`config.mk`:
```
export PLATFORM = sky130hd
export DESIGN_NAME = mult_seq_ctrl
export DESIGN_NICKNAME = d
export VERILOG_FILES = /design/src/rtl/mult_pkg.sv /design/src/rtl/shift_reg_xab.sv /design/src/rtl/mult_seq_ctrl.sv
export SDC_FILE = /design/constraint.sdc
export NUM_CORES = 1
export LEC_CHECK = 0
export BUFFER_PORTS_ARGS = -buffer_cell sky130_fd_sc_hd__buf_2
export CAP_MARGIN = 20
export CORE_UTILIZATION = 35
export DETAILED_ROUTE_END_ITERATION = 6
export PLACE_DENSITY = 0.68
export SLEW_MARGIN = 15
export SYNTH_ARGS = -nofsm -noshare
export SYNTH_HDL_FRONTEND = slang
export SYNTH_SLANG_ARGS = --single-unit
```
`constraint.sdc`:
```
create_clock -name Clk -period 4.2 [get_ports Clk]
set_input_delay 0.84 -clock Clk [delete_from_list [all_inputs] [get_ports Clk]]
set_output_delay 0.84 -clock Clk [all_outputs]
set_load 0.02 [all_outputs]
```
`src/rtl/mult_pkg.sv`:
```
// Shared types and constants for the sequential 8x8 signed multiplier.
// Holds the FSM state encoding and the X/A/B register control bundle.
package mult_pkg;

    localparam int WIDTH = 8;
    localparam int CNT_W = 3;

    localparam logic [CNT_W-1:0] CNT_LAST = CNT_W'(WIDTH - 1);

    typedef enum logic [1:0] {
        IDLE,
        ADD,
        SHIFT,
        DONE
    } state_t;

    typedef struct packed {
        logic ld_b;
        logic clr_xa;
        logic ld_xa;
        logic shift;
    } xab_ctrl_t;

endpackage

```
`src/rtl/shift_reg_xab.sv`:
```
// X/A/B register chain of the shift-add multiplier.
// Supports load-B, clear-XA, load-XA-from-sum and arithmetic right shift.
module shift_reg_xab
    import mult_pkg::*;
(
    input  logic             clk,
    input  logic             rst_n,
    input  xab_ctrl_t        ctrl,
    input  logic [WIDTH-1:0] sw,
    input  logic [WIDTH:0]   sum,
    output logic             x,
    output logic [WIDTH-1:0] a,
    output logic [WIDTH-1:0] b
);

    // X and A: clear, take the 9-bit sum, or shift right with X held.
    always_ff @(posedge clk or negedge rst_n) begin
        if (!rst_n) begin
            x <= 1'b0;
            a <= '0;
        end else if (ctrl.clr_xa) begin
            x <= 1'b0;
            a <= '0;
        end else if (ctrl.ld_xa) begin
            x <= sum[WIDTH];
            a <= sum[WIDTH-1:0];
        end else if (ctrl.shift) begin
            a <= {x, a[WIDTH-1:1]};
        end
    end

    // B: load the multiplier, or take A[0] in at the top on a shift.
    always_ff @(posedge clk or negedge rst_n) begin
        if (!rst_n) begin
            b <= '0;
        end else if (ctrl.ld_b) begin
            b <= sw;
        end else if (ctrl.shift) begin
            b <= {a[0], b[WIDTH-1:1]};
        end
    end

endmodule

```
`src/rtl/mult_seq_ctrl.sv`:
```
// Sequencer for the 8x8 signed shift-add multiplier.
// Drives the external 9-bit add/sub stage and owns the X/A/B chain.
module mult_seq_ctrl
    import mult_pkg::*;
(
    input  logic             Clk,
    input  logic             Reset_n,
    input  logic             Run,
    input  logic             ClearA_LoadB,
    input  logic [WIDTH-1:0] Sw,
    output logic [WIDTH-1:0] add_a,
    output logic [WIDTH-1:0] add_b,
    output logic             add_fn,
    input  logic [WIDTH:0]   add_s,
    output logic [WIDTH-1:0] Aval,
    output logic [WIDTH-1:0] Bval,
    output logic             Xval,
    output logic             Done
);

    state_t           state;
    state_t           nxt;
    logic [CNT_W-1:0] cnt;
    logic [CNT_W-1:0] cnt_nxt;
    logic [WIDTH-1:0] m;
    logic [WIDTH-1:0] m_nxt;
    xab_ctrl_t        ctrl;

    logic             x;
    logic [WIDTH-1:0] a;
    logic [WIDTH-1:0] b;

    shift_reg_xab u_xab (
        .clk   (Clk),
        .rst_n (Reset_n),
        .ctrl  (ctrl),
        .sw    (Sw),
        .sum   (add_s),
        .x     (x),
        .a     (a),
        .b     (b)
    );

    // State, iteration counter and latched multiplicand.
    always_ff @(posedge Clk or negedge Reset_n) begin
        if (!Reset_n) begin
            state <= IDLE;
            cnt   <= '0;
            m     <= '0;
        end else begin
            state <= nxt;
            cnt   <= cnt_nxt;
            m     <= m_nxt;
        end
    end

    // Next state, register-chain controls and adder function select.
    always_comb begin
        nxt     = state;
        cnt_nxt = cnt;
        m_nxt   = m;
        ctrl    = '0;
        add_fn  = 1'b0;
        Done    = 1'b0;
        case (state)
            IDLE: begin
                if (Run) begin
                    m_nxt       = Sw;
                    cnt_nxt     = '0;
                    ctrl.clr_xa = 1'b1;
                    nxt         = ADD;
                end else if (ClearA_LoadB) begin
                    ctrl.clr_xa = 1'b1;
                    ctrl.ld_b   = 1'b1;
                end
            end
            ADD: begin
                add_fn     = (cnt == CNT_LAST);
                ctrl.ld_xa = b[0];
                nxt        = SHIFT;
            end
            SHIFT: begin
                ctrl.shift = 1'b1;
                if (cnt == CNT_LAST) begin
                    nxt = DONE;
                end else begin
                    cnt_nxt = cnt + CNT_W'(1);
                    nxt     = ADD;
                end
            end
            DONE: begin
                Done = 1'b1;
                if (!Run) begin
                    nxt = IDLE;
                end
            end
            default: nxt = IDLE;
        endcase
    end

    assign add_a = a;
    assign add_b = m;
    assign Aval  = a;
    assign Bval  = b;
    assign Xval  = x;

endmodule

```
Word-level counts from Yosys, hierarchy flattened:

Cells that the tools add are included.
Widths: inputs -> output; s select.

* mux-type cells: 22
* reductions and logical operators: 8
* $add $sub $neg: 1
* eq/ne operators: 7

Operators with widths (count)
* $mux 8: 5
* $mux 2: 5
* $mux 1: 8
* $pmux 2 s4: 1
* $mux 3: 2
* $ne 2x2->1 const B: 3
* $pmux 3 s2: 1
* $reduce_bool 2->1: 3
* $eq 2x2->1 const B: 2
* $reduce_and 2->1: 2
* $add 3x1->3 const B: 1
* $eq 3x3->1 const B: 1
* $reduce_and 3->1: 1
* $reduce_bool 3->1: 1
* $eq 2x1->1 const B: 1
* $logic_not 2->1: 1

* output and inout bits: 35
* logic and storage cells: 44
* register bits after elaboration: 30

Longest topological paths before layout:

Gate-level depths: netlist of the first run.

* depth after elaboration: 5
* gate-level depth with buffers: 5
* gate-level depth less buffers: 5

By module:

From an unflattened synthesis of the first run, not the netlist that was laid out.

* cell total of the unflattened synthesis: 134
* area total of the unflattened synthesis: 1514.0 µm²

By module, submodules not included
* shift_reg_xab: area an instance 825.8 µm², times used 1, sequential area each 425.4 µm², cells an instance 73
* mult_seq_ctrl: area an instance 688.2 µm², times used 1, sequential area each 325.3 µm², cells an instance 61

Least setup slack after synthesis of the first run:

No wires, ideal clock.

* kind: reg-to-output
* start point: reg cnt[0]
* end point: out add_fn
* data arrival time: 1180 ps
* slack: 2180 ps
* stages on the path, launching flop included: 4
* path buffers: 0
* cells stage by stage: dfrtp_1 ha_1 ha_1 nor3b_1

* cells in the longest elaborated chain, start to end: 2

Ends and longest elaborated chain
* start, declared: RTL line mult_seq_ctrl.sv:23 `logic [CNT_W-1:0] cnt;`
* start signal, assigned: RTL line mult_seq_ctrl.sv:52 `cnt <= cnt_nxt;`
* $eq 3x3->1: RTL line mult_seq_ctrl.sv:78 `add_fn = (cnt == CNT_LAST);`
* $mux 1: RTL line mult_seq_ctrl.sv:65 `case (state)`
* end, declared: RTL line mult_seq_ctrl.sv:13 `output logic add_fn,`

Every way passes these cells.

Final worst setup path of the first run:

* start point: reg state[0]
* end point: out add_fn

* cells in the longest elaborated chain, start to end: 2

Ends and longest elaborated chain
* start, declared: RTL line mult_seq_ctrl.sv:21 `state_t state;`
* start signal, assigned: RTL line mult_seq_ctrl.sv:51 `state <= nxt;`
* $eq 2x1->1: RTL line mult_seq_ctrl.sv:65
* $mux 1: RTL line mult_seq_ctrl.sv:65

Every way passes these cells.

==> results by group, run 1 <==
Pwr
  • Logic gate share of total power: 47.3%
  • Sw power: 0.626 mW
  • Cell internal pwr: 0.846 mW
  • Clock power frac: 15.7%
  • Sw Share: 42.5%
  • Design Power: 1.47 mW
  • Lkg Pwr: 1.02 nW
  • Pwr Density: 826 nW/um2
  • Worst VDD drop: 0.318 mV
  • Share of power burned in registers: 37.0%

Global routing
  • Largest net degree at the start of global routing: 31
  • GR Layer Usage met1: 19.0%
  • Residual overflow from global routing: 0
  • First-pass GRT wire length: 4910 um
  • Initial antenna violation count: 0
  • Gr usage total: 15.2%
  • Vias in the first global route: 1027
  • GRT met3 Usage: 5.52%
  • M2 GR Usage: 24.7%
  • Gr busiest metal: met2

Setup path
  • CP Launch Point: state[0]
  • End of the critical path: add_fn
  • Startpoint Class: flop
  • Crit. End Element: primary output
  • Crit path max fanout: 11
  • Cells along the critical path: inv_1, nor3b_1, buf_2
  • Worst Path Required: 3.36 ns
  • Slowest-stage cell, CP: dfrtp_1
  • CP peak stage delay: 0.61 ns
  • FF-to-FF path depth: 2
  • Worst Setup Path Type: flop to primary output
  • Flop2flop setup slack: 2.57 ns
  • Reg-to-Reg Start: state[1]
  • Worst Path Arrival: 1.48 ns
  • Worst R2R End: add_b[7]

Logic synthesis
  • Mapped cell area: 1440 um2
  • Synth Instances: 114
  • Synth async-reset ratio: 100%
  • Mean post-synth cell area: 12.6 um2
  • YS warnings: 0
  • Top_reg_cell synth: dfrtp_1
  • EDFF count, synth: 0
  • Syn nets: 138
  • Yosys cell types: 28
  • Sequential element share of the synthesized area: 52.1%
  • FF+latch count, synth: 30

Die
  • Die width: 66.2 um
  • Starting Density: 37.9%
  • Die Y: 66.2 um
  • # IOs: 56
  • Die Area: 4380 um2
  • Core ar.: 3800 um2
  • # rows: 22

CTS
  • H-tree levels: 2
  • Clock sink total: 30
  • Worst-path clk slew: 0.06 ns
  • Post-CTS Setup Inserts: 0
  • CTS Buf Count: 5
  • Clk buf depth: 2
  • Clock root cell: clkbuf_8
  • Hold buffers post-CTS: 0
  • Later-pin clock latency in the skew report: 0.27 ns
  • TritonCTS clock tree: done
  • Resize count post-CTS: 0

Route
  • Iteration count of the initial detailed-routing pass: 4
  • Number of routed nets with antenna violations: 0
  • Via density: 5.15
  • DR WL/cell: 14.3 um
  • Drt initial violations: 22
  • DRC violations left: 0
  • Final wirelength: 3040 um
  • Vias: 1097

Finish
  • Sequential Area: 751 um2
  • Nets@finish: 188
  • Area Growth Syn to Fin: 23.6%
  • ANT cells: 0
  • Fill cells: 365
  • Area of the multi-input gates: 578 um2
  • Layout Cells excl Fill: 213
  • Fraction of layout cells with a size suffix above 1: 47.3%

Min path
  • Type of the most critical hold path: flop to flop

Run status
  • Status: finished, final reports clean

Placed design
  • Place WS: 2.12 ns
  • GP Congestion: 0.696
  • Placed Cells incl. Taps: 205
  • Port Buf Inserts: 55
  • Post-DP HPWL: 2270 um

STA
  • F_max: 432 MHz
  • Final worst slack: 1.88 ns
  • Rel. slew slack: 56.8%
  • Final min period: 2.32 ns
  • Final Max Slew Viols: 0
  • Final setup violating endpoints: 0
  • Worst-Margin Slew: 0.647 ns
  • Hold Fails Final Rpt: 0
  • Final period utilization: 55.1%
  • Clock Skew: 0.00447 ns
  • RSZ-0062 raised after global routing: no
  • Setup TNS: 0 ns

Run
  • Max-capacitance violation count: 0
## how the worst min path moves through the flow
stage / from / to / slack, ns / cells past startpoint
detailed placement: add_b[3] / add_b[3] / 0.49 / 1
finish: add_b[5] / add_b[5] / 0.50 / 1
global route: add_b[6] / add_b[6] / 0.52 / 1
global placement: add_b[5] / add_b[5] / 0.48 / 1
CTS: add_b[6] / add_b[6] / 0.50 / 1
floorplan: cnt[1] / cnt[1] / 0.47 / 1
## through the flow
stage               hold slack [ns]  util, %  cell area, um2
detailed placement            0.490     44.5            1690
CTS                           0.504     46.9            1780
finish                        0.503     46.9            1780
floorplan                     0.470        -            1440
global route                  0.524     46.9            1780
global placement              0.483     44.5            1690
## critical path, delay by kind of cell (launching register included)
kind | cells | cell delay, ns
flops | 1 | 0.61
buf+inv | 2 | 0.37
simple gates | 1 | 0.22
## synth_stat cells (2+ instances only)
master | number | area, um2
a21o_1 | 14 | 105
a21oi_1 | 5 | 25.0
a22o_1 | 16 | 140
buf_2 | 3 | 15.0
buf_4 | 9 | 67.6
dfrtp_1 | 30 | 751
ha_1 | 3 | 37.5
inv_1 | 5 | 18.8
mux2_2 | 9 | 101
o21ai_0 | 2 | 10.0
## final cells by class
cell class	count	share of cell area, %
inverter	5	1.05
clock inverter	1	0.281
clock buffer	7	4.85
sequential	30	42.1
timing repair buffer	56	15.9
tap	48	3.37
multi-input combinational	66	32.4
## cell families (layout without fill, tap and decap cells)
family                     after synthesis  in the layout  synth area share [%]
DFF                                     30             30                  52.1
and+or+nand+nor                         12             12                  8.07
AOI/OAI and AO/OA                       42             42                  22.4
adders and majority gates                3              3                  2.60
buffers and inverters                   18             69                  7.81
muxes                                    9              9                  7.03
## metal layers
metal	vias to the layer above	wire length [um]	share of wire, %
met1	532	1370	45
met2	44	1450	48
li1	521	-	-
met5	-	0	0
met3	0	218	7.2
met4	0	0	0
## flip-flops by register name (all words and copies together), names as in the netlist
register	count
add_b	8
state	2
u_xab.a	8
u_xab.b	8
u_xab.x	1
cnt	3
## power groups by stage
stage,clock network (mW),logic [mW],registers (mW)
after floorplan,0,0.441,0.638
after global placement,0,0.690,0.536
after detailed placement,0,0.705,0.548
after CTS,0.242,0.706,0.544
after global routing,0.259,0.758,0.568
final,0.231,0.696,0.544
## cell usage in the layout, fill, tap and decap left out, types with 2 or more instances in the layout
cell / instances
clkbuf_8: 6
ha_1: 3
a22o_1: 16
dfrtp_1: 30
o21ai_0: 2
inv_1: 5
buf_2: 55
a21oi_1: 5
mux2_2: 9
a21o_1: 14
(Power assumes the default switching activity.)
==> inputs of run 2 (changes only) <==
==> constraint.sdc (replaced) <==
create_clock -name Clk -period 2.17 [get_ports Clk]
set_input_delay 0.434 -clock Clk [delete_from_list [all_inputs] [get_ports Clk]]
set_output_delay 0.434 -clock Clk [all_outputs]
set_load 0.02 [all_outputs]
==> run 2 against run 1 <==
  * Clock power grew 85%
  * Critical path depth did not move
  * Worst hold slack worse by 0.31 ns
  * Largest cell class unchanged
  * Sequential power increased by 93%
  * Sequential cell count is the same
  * Design area is 0.49% lower
  * Die area unchanged
  * Combinational power rose by 94%
  * Sequential share of layout area is 0.21 points higher
  * Cell count is 0.94% lower
  * Highest routed layer is now met4
==> results by group, run 2 (same netlist as run 1, synthesis figures left out) <==
Finish
  • Nets@finish: 188
  • Final core occ: 46.7%
  • Fraction of layout cells with a size suffix above 1: 47.2%
  • Design Area, Final: 1770 um2
  • Area Growth Syn to Fin: 23.0%
  • Most common cell after layout, fill and taps aside: buf_2
  • Layout Cells excl Fill: 211
  • ANT cells: 0
  • Most used cells in the layout excluding fill and tap cells: buf_2 (55), dfrtp_1 (30), a22o_1 (16), a21o_1 (14), mux2_2 (9)

Setup path
  • CP peak stage delay: 0.60 ns
  • Startpoint Class: flop
  • Worst Setup Path Type: flop to primary output
  • FF-to-FF path depth: 3
  • Cells along the critical path: inv_1, nor3b_1, buf_2
  • Crit. End Element: primary output
  • CP Launch Point: state[0]
  • Worst Path Arrival: 1.44 ns
  • Flop2flop setup slack: 0.49 ns
  • Worst Path Required: 1.74 ns
  • Worst R2R End: u_xab.b[7]
  • Crit path max fanout: 11
  • Reg-to-Reg Start: state[1]
  • Slowest-stage cell, CP: dfrtp_1

STA
  • Final min period: 1.88 ns
  • RSZ-0062 raised after global routing: no
  • Final Max Slew Viols: 0
  • Final period utilization: 86.4%
  • Worst-Margin Slew: 0.671 ns
  • Hold Fails Final Rpt: 0
  • Rel. slew slack: 55.3%
  • F_max: 533 MHz
  • Clock Skew: 0.00623 ns
  • Setup TNS: 0 ns
  • Final setup violating endpoints: 0

Route
  • Via density: 5.10
  • DR WL/cell: 14.4 um
  • Number of routed nets with antenna violations: 0
  • Final wirelength: 3030 um
  • Iteration count of the initial detailed-routing pass: 6
  • DRC violations left: 0
  • Vias: 1076
  • Drt initial violations: 30

CTS
  • Clock root cell: clkbuf_8
  • H-tree levels: 2
  • Hold buffers post-CTS: 0
  • Worst-path clk slew: 0.06 ns
  • Clk buf depth: 2
  • Clock sink total: 30
  • CTS Buf Count: 5
  • Later-pin clock latency in the skew report: 0.27 ns
  • TritonCTS clock tree: done
  • Resize count post-CTS: 0
  • Post-CTS Setup Inserts: 0

Run
  • Max-capacitance violation count: 0

Pwr
  • Pwr Density: 1600 nW/um2
  • Worst VDD drop: 0.602 mV
  • Design Power: 2.83 mW
  • Lkg Pwr: 1.01 nW

Placed design
  • Port Buf Inserts: 55
  • GP Congestion: 0.702
  • Placed instance area: 1690 um2
  • Placed Cells incl. Taps: 205
  • Post-DP HPWL: 2200 um

Global routing
  • Vias in the first global route: 1007
  • First-pass GRT wire length: 4840 um
  • Gr usage total: 15.1%
  • Residual overflow from global routing: 0
  • Initial antenna violation count: 0
  • Largest net degree at the start of global routing: 31

Die
  • # rows: 22
  • Core ar.: 3800 um2
  • # IOs: 56
  • Die width: 66.2 um
  • Starting Density: 37.9%
  • Die Area: 4380 um2
  • Die Y: 66.2 um

Min path
  • Type of the most critical hold path: input pin to asynchronous set/reset pin

Run status
  • Status: finished, final reports clean
-- run 2: how the worst max path moves through the flow --
| stage | slack, ns | endpoint |
|---|---|---|
| after CTS | 0.28 | add_fn |
| after global placement | 0.53 | add_b[4] |
| after floorplan | 0.56 | add_fn |
| after global routing | 0.18 | add_fn |
| final | 0.29 | add_fn |
| after detailed placement | 0.50 | u_xab.b[3] |
-- run 2: cell type report --
| cell class | instances | area [um2] |
|---|---|---|
| Tap cell | 48 | 60.1 |
| Fill cell | 372 | 2030 |
| Timing Repair Buffer | 56 | 283 |
| Clock buffer | 6 | 82.6 |
| Inverter | 5 | 18.8 |
| Multi-Input combinational cell | 66 | 578 |
| Sequential cell | 30 | 751 |
-- run 2: per-stage QoR --
step / worst slack, ns / hold slack, ns
2_1_floorplan: 0.556 / 0.138
3_3_place_gp: 0.532 / 0.483
3_5_place_dp: 0.502 / 0.490
4_1_cts: 0.280 / 0.213
5_1_grt: 0.178 / 0.253
6_report: 0.294 / 0.196
-- run 2: power by group --
| part | internal (mW) | switching [mW] | total [mW] |
|---|---|---|---|
| sequential | 0.812 | 0.240 | 1.05 |
| combinational | 0.569 | 0.780 | 1.35 |
| clock | 0.244 | 0.184 | 0.428 |
-- run 2: layer usage --
layer  wire length (um)  vias to the layer above  share of wire, %  track usage (%)
met5                  0                        -                 0                0
met2               1340                       47                44             21.9
li1                   -                      515                 -                -
met4                 52                        0               1.7             7.18
met3                252                        7               8.3             5.00
met1               1380                      507                46             20.0
-- run 2: critical path, delay by kind of cell, from the launching register on --
family / cells / cell delay, ns
flops: 1 / 0.60
buf+inv: 2 / 0.37
simple gates: 1 / 0.19
==> inputs of run 3 (changes only) <==
--- a/config.mk
+++ b/config.mk
@@ -7,6 +7,7 @@
 export LEC_CHECK = 0
 export BUFFER_PORTS_ARGS = -buffer_cell sky130_fd_sc_hd__buf_2
 export CAP_MARGIN = 20
+export CORE_MARGIN = 1.5
 export CORE_UTILIZATION = 35
 export DETAILED_ROUTE_END_ITERATION = 6
 export PLACE_DENSITY = 0.68
==> run 3 against run 2 <==
  * Register-to-register slack gained 0.03 ns
  * Critical endpoint unchanged
  * Maximum frequency down 2.0%
  * Largest cell class unchanged
  * Clock power up 6.1%
  * Critical path type unchanged
==> results by group, run 3 (same netlist as run 1, synthesis figures left out) <==
STA
  • Final min period: 1.91 ns
  • Final Max Slew Viols: 0
  • Rel. slew slack: 56.2%
  • Clock Skew: 0.00217 ns
  • Hold Fails Final Rpt: 0
  • Setup TNS: 0 ns
  • Final period utilization: 88.2%
  • Final setup violating endpoints: 0
  • F_max: 522 MHz
  • Worst-Margin Slew: 0.657 ns
  • RSZ-0062 raised after global routing: no

CTS
  • H-tree levels: 2
  • Post-CTS Setup Inserts: 0
  • Hold buffers post-CTS: 0
  • Worst-path clk slew: 0.06 ns
  • Clk buf depth: 2
  • TritonCTS clock tree: done
  • Clock sink total: 30
  • CTS Buf Count: 5
  • Later-pin clock latency in the skew report: 0.28 ns
  • Clock root cell: clkbuf_8
  • Resize count post-CTS: 0

Finish
  • Sequential Area: 751 um2
  • Fraction of layout cells with a size suffix above 1: 47.6%
  • Most common cell after layout, fill and taps aside: buf_2
  • Final core occ: 45.1%
  • Area Growth Syn to Fin: 24.3%
  • Most used cells in the layout excluding fill and tap cells: buf_2 (55), dfrtp_1 (30), a22o_1 (16), a21o_1 (14), mux2_2 (9)
  • Nets@finish: 189
  • ANT cells: 0
  • Fill cells: 390
  • Area of the multi-input gates: 578 um2
  • Design Area, Final: 1790 um2
  • Layout Cells excl Fill: 216

Route
  • DR WL/cell: 13.8 um
  • Iteration count of the initial detailed-routing pass: 4
  • Vias: 1067
  • Number of routed nets with antenna violations: 0
  • Drt initial violations: 38
  • Final wirelength: 2980 um
  • Via density: 4.94
  • DRC violations left: 0

Placed design
  • Placed instance area: 1700 um2
  • GP Congestion: 0.732
  • Port Buf Inserts: 55
  • Post-DP HPWL: 2250 um
  • Placed Cells incl. Taps: 208

Die
  • # rows: 23
  • Die Area: 4510 um2
  • Core ar.: 3970 um2
  • Starting Density: 36.3%
  • # IOs: 56
  • Die Y: 67.2 um
  • Die width: 67.2 um

Pwr
  • Pwr Density: 1600 nW/um2
  • Worst VDD drop: 0.553 mV
  • Lkg Pwr: 1.02 nW

Run
  • Max-capacitance violation count: 0

Setup path
  • Worst Path Required: 1.74 ns
  • Slowest-stage cell, CP: dfrtp_1
  • CP peak stage delay: 0.60 ns
  • Worst Path Arrival: 1.48 ns
  • Flop2flop setup slack: 0.52 ns
  • Crit. End Element: primary output
  • Worst Setup Path Type: flop to primary output
  • Reg-to-Reg Start: state[1]
  • Startpoint Class: flop
  • Cells along the critical path: inv_1, nor3b_1, buf_2
  • Crit path max fanout: 11
  • CP Launch Point: state[0]

Global routing
  • First-pass GRT wire length: 4580 um
  • Initial antenna violation count: 0
  • Largest net degree at the start of global routing: 31
  • Gr usage total: 13.8%
  • Vias in the first global route: 974
  • Residual overflow from global routing: 0

Run status
  • Status: finished, final reports clean

Min path
  • Type of the most critical hold path: input pin to asynchronous set/reset pin
-- run 3: cell count changes in the layout (fill, tap and decap cells not counted), sizes merged --
cell	delta
clkbuf	+1
clkinv	+1
buf	+1
-- run 3: final timing paths --
kind,end,cells past startpoint
min reg2reg,add_b[5],1
max in group asynchronous,add_b[7],1
min,u_xab.a[2],1
min in group Clk,add_b[1],2
max reg2reg,u_xab.b[6],3
max,add_fn,3
-- run 3: routing by layer --
| metal | vias up | part of all wire, % | global-route usage (%) |
|---|---|---|---|
| li1 | 517 | - | - |
| met1 | 508 | 42 | 16.3 |
| met2 | 39 | 49 | 23.0 |
| met3 | 3 | 7.8 | 5.50 |
| met4 | 0 | 0.97 | 4.59 |
| met5 | - | 0 | 0 |
-- run 3: area by class of cell --
| type | instances | area share [%] |
|---|---|---|
| flip-flops and latches | 30 | 41.9 |
| clock inverters | 1 | 0.279 |
| clock buffers | 7 | 4.82 |
| multi-input cells | 66 | 32.3 |
| inverters | 5 | 1.05 |
| well taps | 50 | 3.49 |
| repair buffers | 57 | 16.2 |
-- run 3: metrics by stage --
step	setup WS, ns	total power, mW	hold WS (ns)
after floorplan	0.556	2.09	0.138
after global placement	0.566	2.38	0.487
after detailed placement	0.532	2.43	0.490
after CTS	0.230	2.90	0.202
after global routing	0.135	3.06	0.227
final	0.256	2.86	0.181
-- run 3: power breakdown --
part	internal, mW	switching, mW
clock	0.255	0.199
combinational	0.581	0.779
sequential	0.812	0.232
-- run 3: critical path, delay by kind of cell (launching register included) --
kind	cells	cell delay (ns)
simple gates	1	0.22
flops	1	0.60
buf+inv	2	0.38
